$ cat config.mk
export PLATFORM = sky130hd
export DESIGN_NAME = isa_host_master
export DESIGN_NICKNAME = d
export VERILOG_FILES = /design/src/rtl/isa_pkg.sv /design/src/rtl/isa_sync2.sv /design/src/rtl/isa_host_master.sv
export SDC_FILE = /design/constraint.sdc
export NUM_CORES = 1
export LEC_CHECK = 0
export CAP_MARGIN = 20
export CORE_MARGIN = 5
export CORE_UTILIZATION = 25
export DETAILED_ROUTE_END_ITERATION = 10
export PLACE_DENSITY = 0.51
export SLEW_MARGIN = 15
export SYNTH_ARGS = -nofsm -noshare
export SYNTH_HDL_FRONTEND = slang
export SYNTH_HIERARCHICAL = 1
export SYNTH_SLANG_ARGS = --single-unit
$ cat constraint.sdc
create_clock -name clk -period 2.32 [get_ports clk]
set_input_delay 0.464 -clock clk [delete_from_list [all_inputs] [get_ports clk]]
set_output_delay 0.464 -clock clk [all_outputs]
set_load 0.01 [all_outputs]
$ cat src/rtl/isa_pkg.sv
// Shared definitions for the ISA host master: op codes, FSM encodings and CGA register addresses.
package isa_pkg;

    typedef enum logic [1:0] {
        OP_IOR  = 2'd0,
        OP_IOW  = 2'd1,
        OP_MEMR = 2'd2,
        OP_MEMW = 2'd3
    } isa_op_t;

    localparam logic [2:0] ST_IDLE  = 3'd0;
    localparam logic [2:0] ST_SETUP = 3'd1;
    localparam logic [2:0] ST_CMD   = 3'd2;
    localparam logic [2:0] ST_WAIT  = 3'd3;
    localparam logic [2:0] ST_HOLD  = 3'd4;
    localparam logic [2:0] ST_RESP  = 3'd5;

    localparam logic [19:0] CGA_CRTC_INDEX = 20'h003D4;
    localparam logic [19:0] CGA_CRTC_DATA  = 20'h003D5;
    localparam logic [19:0] CGA_MODE_CTRL  = 20'h003D8;
    localparam logic [19:0] CGA_COLOR_SEL  = 20'h003D9;
    localparam logic [19:0] CGA_STATUS     = 20'h003DA;
    localparam logic [19:0] CGA_FB_BASE    = 20'hB8000;

    // Odd op codes are the write cycles.
    function automatic logic op_is_write(input logic [1:0] op);
        return op[0];
    endfunction

    // Strobe vector {memw, memr, iow, ior} with only the op's strobe low.
    function automatic logic [3:0] strobe_for(input logic [1:0] op);
        logic [3:0] s;
        s = 4'hF;
        s[op] = 1'b0;
        return s;
    endfunction

endpackage

$ cat src/rtl/isa_sync2.sv
// Two-flop synchronizer; resets to 1 so an idle (ready) bus is assumed out of reset.
module isa_sync2 (
    input  logic clk,
    input  logic reset,
    input  logic d,
    output logic q
);

    logic meta;

    always_ff @(posedge clk) begin
        if (reset) begin
            meta <= 1'b1;
            q    <= 1'b1;
        end else begin
            meta <= d;
            q    <= meta;
        end
    end

endmodule

$ cat src/rtl/isa_host_master.sv
// ISA bus initiator: runs one IOR/IOW/MEMR/MEMW cycle per accepted command with
// setup/command/hold timing, bus_rdy wait states bounded by a timeout, and a one-clock response.
module isa_host_master
    import isa_pkg::*;
#(
    parameter int SETUP_CYCLES = 2,
    parameter int CMD_CYCLES   = 6,
    parameter int HOLD_CYCLES  = 2,
    parameter int RDY_TIMEOUT  = 255
) (
    input  logic        clk,
    input  logic        reset,
    input  logic        req_valid,
    output logic        req_ready,
    input  logic [1:0]  req_op,
    input  logic [19:0] req_addr,
    input  logic [7:0]  req_wdata,
    output logic        rsp_valid,
    output logic [7:0]  rsp_rdata,
    output logic        rsp_timeout,
    output logic [19:0] bus_a,
    output logic        bus_aen,
    output logic        bus_ior_l,
    output logic        bus_iow_l,
    output logic        bus_memr_l,
    output logic        bus_memw_l,
    output logic [7:0]  bus_d_out,
    output logic        bus_d_oe,
    input  logic [7:0]  bus_d_in,
    input  logic        bus_rdy
);

    localparam logic [7:0] SETUP_LAST = 8'(SETUP_CYCLES);
    localparam logic [7:0] CMD_LAST   = 8'(CMD_CYCLES - 1);
    localparam logic [7:0] HOLD_LAST  = 8'(HOLD_CYCLES - 1);
    localparam logic [7:0] WAIT_LAST  = 8'(RDY_TIMEOUT - 1);

    logic [2:0]  state;
    logic [7:0]  cnt;
    logic [7:0]  wait_cnt;
    logic [1:0]  op_q;
    logic [19:0] addr_q;
    logic [7:0]  wdata_q;
    logic [7:0]  rdata_q;
    logic        timeout_q;
    logic [3:0]  strobe_l;
    logic        rdy_s;

    isa_sync2 u_rdy_sync (
        .clk   (clk),
        .reset (reset),
        .d     (bus_rdy),
        .q     (rdy_s)
    );

    assign bus_ior_l  = strobe_l[0];
    assign bus_iow_l  = strobe_l[1];
    assign bus_memr_l = strobe_l[2];
    assign bus_memw_l = strobe_l[3];

    // SETUP spends its first edge driving address/data and its final edge dropping the strobe,
    // which is where the extra clock in the accept-to-response latency comes from.
    always_ff @(posedge clk) begin
        if (reset) begin
            state       <= ST_IDLE;
            cnt         <= 8'd0;
            wait_cnt    <= 8'd0;
            op_q        <= OP_IOR;
            addr_q      <= 20'd0;
            wdata_q     <= 8'd0;
            rdata_q     <= 8'd0;
            timeout_q   <= 1'b0;
            req_ready   <= 1'b0;
            rsp_valid   <= 1'b0;
            rsp_rdata   <= 8'd0;
            rsp_timeout <= 1'b0;
            bus_a       <= 20'd0;
            bus_aen     <= 1'b1;
            bus_d_out   <= 8'd0;
            bus_d_oe    <= 1'b0;
            strobe_l    <= 4'hF;
        end else begin
            rsp_valid <= 1'b0;
            case (state)
                ST_IDLE: begin
                    req_ready <= 1'b1;
                    if (req_valid && req_ready) begin
                        op_q      <= req_op;
                        addr_q    <= req_addr;
                        wdata_q   <= req_wdata;
                        rdata_q   <= 8'd0;
                        timeout_q <= 1'b0;
                        cnt       <= 8'd0;
                        req_ready <= 1'b0;
                        state     <= ST_SETUP;
                    end
                end
                ST_SETUP: begin
                    cnt <= cnt + 8'd1;
                    if (cnt == 8'd0) begin
                        bus_a   <= addr_q;
                        bus_aen <= 1'b0;
                        if (op_is_write(op_q)) begin
                            bus_d_out <= wdata_q;
                            bus_d_oe  <= 1'b1;
                        end
                    end
                    if (cnt == SETUP_LAST) begin
                        strobe_l <= strobe_for(op_q);
                        cnt      <= 8'd0;
                        state    <= ST_CMD;
                    end
                end
                ST_CMD: begin
                    if (cnt == CMD_LAST) begin
                        cnt <= 8'd0;
                        if (rdy_s) begin
                            rdata_q  <= op_is_write(op_q) ? 8'd0 : bus_d_in;
                            strobe_l <= 4'hF;
                            state    <= ST_HOLD;
                        end else begin
                            wait_cnt <= 8'd0;
                            state    <= ST_WAIT;
                        end
                    end else begin
                        cnt <= cnt + 8'd1;
                    end
                end
                ST_WAIT: begin
                    // A ready target wins over a timeout that expires on the same clock.
                    if (rdy_s || wait_cnt == WAIT_LAST) begin
                        rdata_q   <= op_is_write(op_q) ? 8'd0 : bus_d_in;
                        timeout_q <= !rdy_s;
                        strobe_l  <= 4'hF;
                        state     <= ST_HOLD;
                    end else begin
                        wait_cnt <= wait_cnt + 8'd1;
                    end
                end
                ST_HOLD: begin
                    if (cnt == HOLD_LAST) begin
                        bus_d_oe    <= 1'b0;
                        bus_aen     <= 1'b1;
                        rsp_valid   <= 1'b1;
                        rsp_rdata   <= rdata_q;
                        rsp_timeout <= timeout_q;
                        state       <= ST_RESP;
                    end else begin
                        cnt <= cnt + 8'd1;
                    end
                end
                ST_RESP: begin
                    req_ready <= 1'b1;
                    state     <= ST_IDLE;
                end
                default: state <= ST_IDLE;
            endcase
        end
    end

endmodule
== Word-level counts from Yosys, hierarchy flattened ==
Cells that the tools add are included.
W data, S select, Z words.
Storage, ports and cells
  bits in registers: 105
  logic and storage cells: 112
Cells by class
  bitwise gates (word level): 2
  multiplexer cells: 41
  reduce and logical (&&, ||, !) cells: 26
  order comparisons: 2
  equality and inequality tests: 20
  add/subtract/negate cells: 2
Operators with widths (number)
  $mux W8: 11
  $pmux W8 S4: 1
  $pmux W8 S3: 1
  $ne A2 B2 Y1 const B: 10
  $mux W3: 6
  $add A8 B1 Y8 const B: 2
  $mux W4: 4
  $pmux W8 S2: 1
  $pmux W3 S5: 1
  $reduce_and A5 Y1: 3
  $pmux W4 S3: 1
  $reduce_and A3 Y1: 4
  $mux W1: 10
  $eq A8 B1 Y1 const B: 1
  $eq A8 B2 Y1 const B: 1
  $eq A8 B3 Y1 const B: 1
  $eq A8 B8 Y1 const B: 1
  $logic_not A8 Y1: 1
  $pmux W1 S2: 4
  $reduce_and A4 Y1: 2
  $reduce_bool A2 Y1: 4
  $eq A3 B2 Y1 const B: 2
  $eq A3 B3 Y1 const B: 2
  $reduce_and A2 Y1: 3
  14 further kinds: 16

== Longest topological paths before layout ==
Gate-level depths: netlist of the first run.
  word-level depth: 7
  depth in mapped cells: 8
  gate-level depth less buffers: 7

== Cells and area by module ==
Netlist of the first run, hierarchy kept.
By module, submodules not included
  isa_host_master: seq. area each 2062.0 um^2, instances 1, cells each 519, area an instance 4221.5 um^2
  isa_sync2: seq. area each 40.0 um^2, instances 1, cells each 4, area an instance 52.6 um^2

== Worst setup path after synthesis of the first run ==
OpenSTA, ideal clock, no wires.
  path type: reg2reg
  start point: register wait_cnt[1]
  end point: register rdata_q[0]
  required time: 2.201 ns
  buffers on the path: 1
  path slack: 0.395 ns
  stages on the path, launching flop included: 8
  data arrival time: 1.807 ns
  cell sequence: dfxtp_1 ha_1 nand3_1 o211ai_2 nand2_2 or4_4 buf_6 mux2i_1
On the way
  cells in the longest elaborated chain, start to end: 4
RTL lines
  from (decl): line isa_host_master.sv:40  | logic [7:0] wait_cnt;
  from (signal assigned): line isa_host_master.sv:137  | wait_cnt <= wait_cnt + 8'd1;
  $eq A8 B8 Y1: line isa_host_master.sv:131  | if (rdy_s || wait_cnt == WAIT_LAST) begin
  $logic_or A1 B1 Y1: line isa_host_master.sv:131
  $ne A2 B2 Y1 (no source line)
  $reduce_and A5 Y1 (no source line)
  to (signal assigned): line isa_host_master.sv:118  | rdata_q <= op_is_write(op_q) ? 8'd0 : bus_d_in;
  to (signal assigned): line isa_host_master.sv:132  | rdata_q <= op_is_write(op_q) ? 8'd0 : bus_d_in;
  to (decl): line isa_host_master.sv:44  | logic [7:0] rdata_q;
Every way passes these cells.
A chain may end at the register's enable or synchronous reset.

== Worst setup path after layout of the first run ==
  start point: register state[1]
  end point: register wait_cnt[5]
On the way
  cells in the longest elaborated chain, start to end: 3
RTL lines
  from (decl): line isa_host_master.sv:38  | logic [2:0] state;
  from (signal assigned): line isa_host_master.sv:65  | state <= ST_IDLE;
  from (signal assigned): line isa_host_master.sv:95  | state <= ST_SETUP;
  from (signal assigned): line isa_host_master.sv:111  | state <= ST_CMD;
  $eq A3 B2 Y1: line isa_host_master.sv:84  | case (state)
  $ne A2 B2 Y1 (no source line) or $reduce_bool A2 Y1 (tied branches)
  $reduce_and A4 Y1 (no source line)
Several ways; a longest one is shown, not always the timed one.

==> results of run 1 <==
## layout by cell type, fill, tap and decap left out, types with 2 or more instances in the layout
cell type / Yosys / layout
nor2_1: 31 / 31
nand2b_1: 12 / 12
nor3_1: 6 / 6
ha_1: 6 / 6
nand2_1: 143 / 143
xor2_1: 4 / 4
bufinv_16: 0 / 2
a21oi_1: 83 / 83
nor3b_1: 3 / 2
or2_1: 2 / 2
dfxtp_1: 105 / 104
buf_12: 0 / 2
and3b_1: 4 / 4
nand4_1: 2 / 2
inv_1: 9 / 9
clkbuf_16: 0 / 9
or4_1: 2 / 2
clkbuf_1: 30 / 2
xnor2_1: 9 / 9
a211oi_1: 7 / 7
o21ai_0: 3 / 3
mux2i_1: 9 / 9
o2111ai_1: 3 / 3
and3_1: 2 / 2
buf_4: 0 / 11
nand3b_1: 2 / 2
clkdlybuf4s50_1: 0 / 85
nand3_1: 19 / 19
## cell families after synthesis
logic type	Yosys count	share of synthesized area, %
buffers and inverters	42	3.923
DFF	105	49.18
xor gates and xnor gates	13	2.664
adders and majority gates	6	1.756
AOI/OAI and AO/OA	109	14.93
and+or+nand+nor	239	25.44
muxes	9	2.108
## area by class of cell
type	instances	area (um2)
sequential	105	2103
tap	220	275.3
fill	1792	10970
inverter	9	33.78
clock buffer	12	246.5
clock inverter	4	76.32
timing repair buffer	99	978.4
multi-input combinational	376	2016
## path summary, 6_finish.rpt
path                                            endpoint  depth (start not counted)
worst max-delay path            wait_cnt[5]$_SDFFE_PP0P_                          5
worst min-delay path             u_rdy_sync/q$_SDFF_PP1_                          1
worst max register to register  wait_cnt[5]$_SDFFE_PP0P_                          5
worst min register to register   u_rdy_sync/q$_SDFF_PP1_                          1
## report_power, final
part | internal, mW | total, mW | switching, mW
sequential | 1.86 | 1.90 | 0.0441
clock | 0.978 | 1.65 | 0.675
combinational | 0.191 | 0.420 | 0.230
## layer usage
metal / vias up / routed length [um] / part of all wire [%] / global-route usage [%]
li1: 1911 / - / - / -
met1: 1783 / 5512 / 49 / 15.41
met2: 75 / 5136 / 45 / 17.44
met3: 10 / 531 / 4.7 / 3.386
met4: 0 / 136 / 1.2 / 3.417
met5: - / 0 / 0 / 0
## state kept, by name (all words and copies together), names as in the netlist, 2 cells and up
| register | count |
|---|---|
| wdata_q | 8 |
| wait_cnt | 8 |
| op_q | 2 |
| bus_d_out | 8 |
| state | 3 |
| bus_a | 20 |
| addr_q | 20 |
| strobe_l | 4 |
| cnt | 8 |
| rdata_q | 8 |
| rsp_rdata | 8 |
## through the flow
| step | util, % | total power [mW] |
|---|---|---|
| after CTS | 34.27 | 4.026 |
| after global routing | 34.30 | 4.139 |
| after global placement | 32.33 | 2.359 |
| after detailed placement | 32.33 | 2.367 |
| final | 34.30 | 3.974 |
| after floorplan | - | 2.165 |
==> impl_summary.md, run 1 <==
Floorplanning
The placeable core area is 16700 um2. The die width is 140.8 um. The die is 140.8 um tall. Row generation in the floorplan step produced 47 rows. The starting density of the core is approximately 26%. The I/O pin count is 87. The full die area is 19810 um2.

Timing
The hold violation count in the final report is 0. The clock skew after layout is 0.01277 ns. After layout, the worst path uses 90.08% of the clock period. Once routing completed, OpenROAD measured the worst setup slack at around 0.23 ns. On the final layout, the worst hold slack is roughly 0.42 ns. Setup violations remaining at the end of the flow were counted as 0. The worst slew margin relative to its limit is 47.22%.

The peak clock frequency supported by timing is roughly 480 MHz. Setup repair after global routing left no endpoint under its margin. The final critical delay including setup and external delays is 2.090 ns.

The total negative slack for setup checks is 0 ns. The max-slew violation total from the final report came to 0. The slew at the pin closest to its max-slew limit is 0.7857 ns.

Clock network
After clock tree synthesis, the repair step resized 0 gates. The CTS root buffer is clkbuf_16. The clock tree from TritonCTS is yes. Buffers added to address setup during post-CTS repair amount to 0. For this design, the sink count on the clock tree is 105.

The number of hold buffers added after CTS was 0. Counting along the longest clock path gives a buffer depth of 2. The insertion delay to the later sink of the worst-skew pair is between 0.3 and 0.4 ns. Buffers inserted during clock tree synthesis total 9.

The CTS clock-pin slew for the worst setup and hold paths is roughly 0.07 ns. The H-tree depth is 3.

Synth
In the synthesized netlist, the number of instances is 523. The area fraction of the dominant cell type after synthesis is 49.18%. The synthesized flop and latch total is 105. The leading register cell type out of synthesis is dfxtp_1. After synthesis, flip-flops and latches occupy 49.18% of the total area. The number of nets produced by synthesis is roughly 570.

The count of flip-flops with a built-in enable after synthesis is 0. In this run, distinct cell masters in the synthesized netlist total 49. In the synthesized netlist, the cells that appear most often are nand2_1 (143), dfxtp_1 (105), a21oi_1 (83). By instance count, the leading cell after synthesis is nand2_1. The biggest area contributor in the post-synthesis netlist is dfxtp_1. The synthesized cell area is 4274 um2. The total of warnings raised by yosys is 6. The post-synthesis async set-or-reset flop share is 0%. The average instance in the mapped netlist occupies 8.172 um2. Yosys attributes the largest share of cell area to dfxtp_1 (49%), nand2_1 (13%), a21oi_1 (9.7%).

Detailed routing
After detailed routing, the total wire length is about 11 mm. The pre-antenna-repair detailed-routing pass consisted of 4 iterations. In the final routed layout, each cell accounts on average for 13.72 um. The number of vias in the routed layout is about 3800. After detailed routing, the number of vias per cell comes to 4.581.

The post-detailed-route DRC marker count is 0. The initial DRC count is 197. The detail route stage leaves a number of antenna-violating nets equal to 0.

GRT
The first global-routing pass estimated approximately 18 mm of wire. The via count of the first global-routing pass was around 3600. Entering global routing, the biggest net connects 96 pins.

The remaining global-route overflow is 0. Global routing used 11.35% of the available tracks. The initial antenna violation count is 0.

Flow run
Max-cap violations in this run came to 0.

Finish
The post-route netlist has 6.777% of its cells at a drive strength greater than 1. The synthesis-to-layout area growth is 34.05%. At the end of the flow, the number of nets in the layout was 648. The final non-filler cell area is 5729 um2. 0 antenna diodes ended up in the layout. After the flow finishes, the layout carries non-filler instances totaling 825.

Critical path
The worst-path maximum fanout is 16. STA classifies the critical path endpoint as a flip-flop. The worst setup path is of the flip-flop to flip-flop kind. The critical path buffer and inverter count is 0. The worst-case register-to-register setup slack is 0.23 ns.

The biggest cell delay along the critical path is 0.66 ns. The startpoint type of the worst setup path is a flip-flop. Walking the worst path, the cells encountered are nor4b_2, nand3_1, a211oi_1, xnor2_1, nor2_1. The largest delay contributor family on the critical path is simple AND/OR/NAND/NOR gates. The arrival time of data at the critical path endpoint is 2.33 ns.

In this run the critical register-to-register path is launched from state[1]$_SDFFE_PP0P_. The slowest stage of the critical path is the dfxtp_1 cell. The required time of the worst setup path is 2.56 ns.

The start point of the critical path is state[1]$_SDFFE_PP0P_.

Hold path
The origin of the worst min-delay path is u_rdy_sync/meta$_SDFF_PP1_. The min-delay analysis places its worst path in the category flip-flop to flip-flop.

Place
Including well taps, the total number of placed cells is 809. The worst setup slack after placement is 0.1471 ns. The port buffer count is 86. The half-perimeter wire length after detailed placement is between 7 and 8 mm. At the end of routability-driven placement, the weighted congestion stood at around 0.84. The post-place instance area is roughly 5400 um2.

Power
The power density normalized to cell area is 693.6 nW/um2. The leakage power summed over all cells is 2.001 nW. The worst supply voltage drop on vdd is 335.0 uV.

Outcome
The run finished with clean final reports.
No activity file was read; power rests on OpenSTA's default activity.
==> inputs of run 2 (changes only) <==
--- a/config.mk
+++ b/config.mk
@@ -6,9 +6,9 @@
 export NUM_CORES = 1
 export LEC_CHECK = 0
 export CAP_MARGIN = 20
-export CORE_MARGIN = 5
 export CORE_UTILIZATION = 25
 export DETAILED_ROUTE_END_ITERATION = 10
+export GPL_TIMING_DRIVEN = 1
 export PLACE_DENSITY = 0.51
 export SLEW_MARGIN = 15
 export SYNTH_ARGS = -nofsm -noshare
==> impl_summary.md, run 2 (same netlist as run 1, synthesis figures left out) <==
Clock network
The clock drives 105 sinks. The later pin in the worst-skew pair is clocked with a latency of roughly 0.35 ns. The number of hold buffers added after CTS is 0.

The number of gates resized after CTS was 0. The H-tree depth is 3. The post-CTS setup buffer count is 0.

The maximum number of buffers from clock root to sink is 2. TritonCTS built the clock tree. The CTS clock-pin slew for the worst setup and hold paths is 0.07 ns. Clock tree synthesis inserted a total of 9 buffers. Clock tree synthesis selected as its root buffer the cell clkbuf_16.

Finish
The final layout net count is 652. In the final layout, the registers with the most flip-flops are addr_q x20, bus_a x20. The synthesis-to-layout area growth is 35.57%. In the layout the commonest cells are nand2_1 (143), dfxtp_1 (105), clkdlybuf4s50_1 (85), a21oi_1 (83), nor2_1 (31). The number of antenna cells inserted is 0. Leaving out fill and tap cells, the most frequent cell in the layout is nand2_1. The post-route netlist has under 10% of its cells at a drive strength greater than 1.

Hold path
The worst hold path belongs to the class flip-flop to flip-flop.

Place
The port buffer count is 86. The HPWL after detailed placement is 7.680 mm. The last weighted congestion value of the routability-driven placer is about 0.82.

Timing
The max-slew violation total from the final report is 0. Setup violations remaining at the end of the flow were counted as 0. The final critical delay including setup and external delays is 2.123 ns. The total negative slack for setup checks is 0 ns. Setup repair after global routing left no endpoint under its margin. The clock skew after layout is around 0.0090 ns. Derived from the worst setup path, the maximum achievable clock frequency is 471.1 MHz. The hold violation count in the final report is 0. The post-route clock period utilization is 91.49%.

The slew at the pin closest to its max-slew limit is 0.9461 ns. In this run the tightest slew margin relative to its limit is 36.44%.

Critical path
The startpoint type of the worst setup path is a flip-flop. The startpoint-to-endpoint class of the critical path is flip-flop to flip-flop. The worst-path maximum fanout is 8. The required time of the worst setup path is 2.55 ns.

For the worst setup path, the data arrival time is 2.35 ns. STA classifies the critical path endpoint as a flip-flop.

Detailed routing
The post-detailed-route DRC marker count is 0. The routed design has 10.90 mm of wire. In the routed layout, each cell is associated on average with a via count of 4.521. Across all layers, the routed design uses roughly 3700 vias. The detail route stage leaves a number of antenna-violating nets equal to 0.

The wire length per cell is 13.15 um. In this run, the number of DRC markers left after iteration 0 of detailed routing was about 150. The first TritonRoute pass finished after 4 iterations.

Floorplanning
The die is 132.8 um tall. The number of rows created at floorplan is 47. The starting density of the core is between 20% and 30%.

The placeable core area is 16640 um2. The die width is between 100 and 150 um. The I/O pin count is 87. The full die area is 17620 um2.

Power
The power density normalized to cell area is between 700 and 800 nW/um2. Summing internal, switching and leakage power gives 4.205 mW. IR analysis of the VDD net gives a maximum drop of between 300 and 400 uV. The leakage power summed over all cells is ~2 nW.

GRT
The initial antenna violation count is 0. In the global route stage, met3 resource usage came out at 3.640%. The remaining global-route overflow is 0.

The met2 track demand over resource in global routing is roughly a fifth. The first-pass GRT wire length is ~18 mm. The most heavily used metal layer in global routing is met2. The via count of the first global-routing pass is 3630.

Entering global routing, the biggest net connects 31 pins. The met1 track demand over resource is 16.62%. For this run, the total global-route usage over all layers was measured as 12.87%.

Outcome
The run finished with clean final reports.

Flow run
The max-cap violation count is 0.
-- run 2: worst paths after layout --
kind,endpoint,cells past startpoint,slack [ns],start
setup / recovery,strobe_l[3]$_SDFFE_PP1P_,4,0.20,cnt[3]$_SDFFE_PP0P_
hold / removal,u_rdy_sync/q$_SDFF_PP1_,1,0.44,u_rdy_sync/meta$_SDFF_PP1_
setup reg to reg,strobe_l[3]$_SDFFE_PP1P_,4,0.20,cnt[3]$_SDFFE_PP0P_
hold reg to reg,u_rdy_sync/q$_SDFF_PP1_,1,0.44,u_rdy_sync/meta$_SDFF_PP1_
-- run 2: worst max-delay path: stages (launching register included) --
cell     delay, ns
dfxtp_1       0.37
or4_1         0.56
o41ai_2       0.37
nand4_1       0.34
o31a_1        0.38
-- run 2: final cells by class --
type                       instances  area, um2
fill                            1696      10850
sequential                       105       2102
multi-input combinational        376       2011
timing repair buffer             103      996.0
tap                              220      275.3
clock buffer                      10      239.0
clock inverter                     6      137.6
inverter                           9      33.78
-- run 2: routing by layer --
metal	vias to the layer above	share of wire [%]
met2	89	46
met1	1732	49
met5	-	0
met4	0	0.78
met3	7	4.4
li1	1920	-
-- run 2: through the flow --
stage                     util, %  worst slack (ns)  hold slack, ns  std cells  area (um2)
after detailed placement    32.55            0.1534          0.4120        813        5418
after CTS                   34.82            0.2360          0.4546        829        5794
after global placement      32.55            0.1983          0.4200        813        5418
after floorplan                 -            0.3946          0.3854        523        4274
final                       34.82            0.1974          0.4383        829        5794
after global routing        34.82           0.04665          0.4756        829        5794
-- run 2: report_power, final --
group | switching (mW) | internal (mW) | total, mW | leakage (nW)
combinational | 0.228 | 0.193 | 0.420 | 1.01
clock | 0.685 | 1.20 | 1.88 | 0.183
sequential | 0.0439 | 1.86 | 1.90 | 0.850
total | 0.957 | 3.25 | 4.20 | 2.04
==> inputs of run 3 (changes only) <==
--- a/config.mk
+++ b/config.mk
@@ -6,10 +6,10 @@
 export NUM_CORES = 1
 export LEC_CHECK = 0
 export CAP_MARGIN = 20
-export CORE_UTILIZATION = 25
+export CORE_UTILIZATION = 45
 export DETAILED_ROUTE_END_ITERATION = 10
 export GPL_TIMING_DRIVEN = 1
-export PLACE_DENSITY = 0.51
+export PLACE_DENSITY = 0.77
 export SLEW_MARGIN = 15
 export SYNTH_ARGS = -nofsm -noshare
 export SYNTH_HDL_FRONTEND = slang
==> impl_summary.md, run 3 (same netlist as run 1, synthesis figures left out) <==
Outcome
The flow ran to the end, and the final reports show no timing, DRC or antenna violations.

Floorplanning
The die is 99.46 um tall. The floorplan step set the die width to 99.46 um. The full die area is 9891 um2. The starting density of the core is 46.26%. The region available for standard cell placement spans 9240 um2. After floorplanning, the core was divided into 35 placement rows. 87 I/O pins were placed.

Detailed routing
For this block, the via count after detailed routing is 3770. The initial DRC count is 127. For this block, the routed nets add up to 9.623 mm of wire.

After detailed routing, the number of vias per cell comes to 5.143. The wire length per cell is 13.13 um. The count of antenna-violating nets left after detailed routing is 0. The first detailed-routing pass took 4 iterations. After detailed routing, the number of remaining DRC violations is 0.

Timing
The worst slew margin relative to its limit is 39.77%. The hold violation count in the final report is 0. The smallest hold slack is 0.4286 ns. The max-slew violation total from the final report is 0. Setup total negative slack on the finished layout was measured at 0 ns. Dividing the final minimum period by the clock period gives slightly above 90%. For the pin with the worst max-slew slack, the measured transition is 0.8965 ns. The post-route worst setup slack is 0.1707 ns.

The final critical delay including setup and external delays is 2.149 ns. The peak clock frequency supported by timing is 465.3 MHz. Setup violations remaining at the end of the flow were counted as 0. Setup repair after global routing left no endpoint under its margin.

The clock skew after layout is 0.01105 ns.

Critical path
The startpoint type of the worst setup path is a flip-flop. The largest delay contributor family on the critical path is simple AND/OR/NAND/NOR gates. Together, buffers and inverters on the worst path number 0. The critical path is of the flip-flop to flip-flop type.

The endpoint identified for the worst register-to-register timing path is rdata_q[7]$_SDFFE_PP0P_. Along the worst path, the maximum fanout reaches 15. The slowest cell on the critical path is dfxtp_1. For flop-to-flop paths, the worst setup slack is 0.17 ns.

The arrival time of data at the critical path endpoint is 2.40 ns. The startpoint identified for the worst register-to-register timing path is state[2]$_SDFFE_PP0P_. Counting cells, the worst reg-to-reg path comes to 5. At the worst endpoint, the required time is 2.57 ns. The worst setup path is captured at a flip-flop.

The biggest cell delay along the critical path is around 0.66 ns. Traced cell by cell, the critical path runs through and3b_1, o211ai_2, nand2_2, or4_4, mux2i_1.

Power
For this design the static power due to leakage is 1.925 nW. The worst supply voltage drop on vdd is around 420 uV. Power spread over the standard cell area amounts to just over 600 nW/um2.

Finish
The most common cell after layout, fill and taps aside is nand2_1. The number of antenna diodes in the final layout is 0. Compared with the post-synthesis result, the final layout area differs by 27.55%. In the layout the commonest cells are nand2_1 (143), dfxtp_1 (105), clkdlybuf4s50_1 (85), a21oi_1 (83), nor2_1 (31).

The largest registers in the layout are addr_q x20, bus_a x20. Of the cells placed in the final design, the portion with a size suffix greater than 1 is 6.291%. The final layout net count is 647.

Clock network
The longest clock path from root to sink contains 2 buffers. The clock tree from TritonCTS is yes. The number of hold buffers added after CTS is 0. The clock reaches the later pin of the worst-skew pair after 0.37 ns.

The H-tree depth is 3. The tree is rooted in a clkbuf_8. Once the clock tree was built, the setup fixing pass inserted 0 buffers.

The clock sink count is 105. TritonCTS created 9 clock buffers. The CTS clock-pin slew for the worst setup and hold paths is 0.09 ns. The number of gates resized after cts is 0.

GRT
Entering global routing, the biggest net connects 96 pins. The initial antenna violation count came to 0. The first global-routing pass estimated roughly 16 mm of wire. After global routing the overflow that remains totals 0.

The via count of the first global-routing pass came to 3560. The combined global-route utilization of all metal layers is between 20 and 25%.

Place
The port buffer count is 86. The congestion estimate from routability-driven global placement came to 0.8639. At the placement stage, the worst setup path has a slack of 0.1919 ns. After legalization and detailed placement, the total HPWL measured approximately 6.6 mm.

Flow run
The max-cap violation count is 0.

Hold path
The worst hold path terminates at u_rdy_sync/q$_SDFF_PP1_. The hold-critical path depth is 1. The tightest min-delay check is of the flip-flop to flip-flop type.

The startpoint identified for the worst hold timing path is u_rdy_sync/meta$_SDFF_PP1_.
==> run 3: worst max-delay path by stage <==
stage | startpoint | endpoint | depth (start not counted)
global placement | req_valid | op_q[0]$_SDFFE_PP0P_ | 6
floorplan | wait_cnt[1]$_SDFFE_PP0P_ | rdata_q[0]$_SDFFE_PP0P_ | 7
detailed placement | wait_cnt[0]$_SDFFE_PP0P_ | rdata_q[7]$_SDFFE_PP0P_ | 7
finish | state[2]$_SDFFE_PP0P_ | rdata_q[7]$_SDFFE_PP0P_ | 5
global route | state[0]$_SDFFE_PP0P_ | wait_cnt[6]$_SDFFE_PP0P_ | 5
CTS | wait_cnt[0]$_SDFFE_PP0P_ | rdata_q[7]$_SDFFE_PP0P_ | 7
==> run 3: per-stage QoR <==
| stage | instances | total power, mW | utilization [%] | cell area [um2] |
|---|---|---|---|---|
| global route | 733 | 3.473 | 59.00 | 5451 |
| global placement | 717 | 2.337 | 57.13 | 5279 |
| floorplan | 523 | 2.165 | - | 4274 |
| CTS | 733 | 3.359 | 59.00 | 5451 |
| detailed placement | 717 | 2.346 | 57.13 | 5279 |
| finish | 733 | 3.319 | 59.00 | 5451 |
==> run 3: cell type report <==
| class | instances | area, um2 |
|---|---|---|
| Multi-Input combinational cell | 376 | 2011 |
| Tap cell | 129 | 161.4 |
| Clock inverter | 5 | 41.29 |
| Timing Repair Buffer | 98 | 970.9 |
| Clock buffer | 11 | 131.4 |
| Fill cell | 810 | 3789 |
| Inverter | 9 | 33.78 |
| Sequential cell | 105 | 2102 |
==> run 3: report_power, final <==
part | internal, mW | switching [mW] | total [mW]
sequential | 1.86 | 0.0466 | 1.90
combinational | 0.187 | 0.214 | 0.401
clock | 0.401 | 0.615 | 1.02
==> run 3: metal layers <==
metal / vias to the layer above / global-route usage, % / share of wire, % / routed length [um]
li1: 1902 / - / - / -
met1: 1748 / 24.37 / 43 / 4165
met2: 110 / 34.88 / 50 / 4764
met3: 10 / 5.903 / 6.2 / 601
met4: 0 / 5.543 / 0.96 / 92
met5: - / 0 / 0 / 0
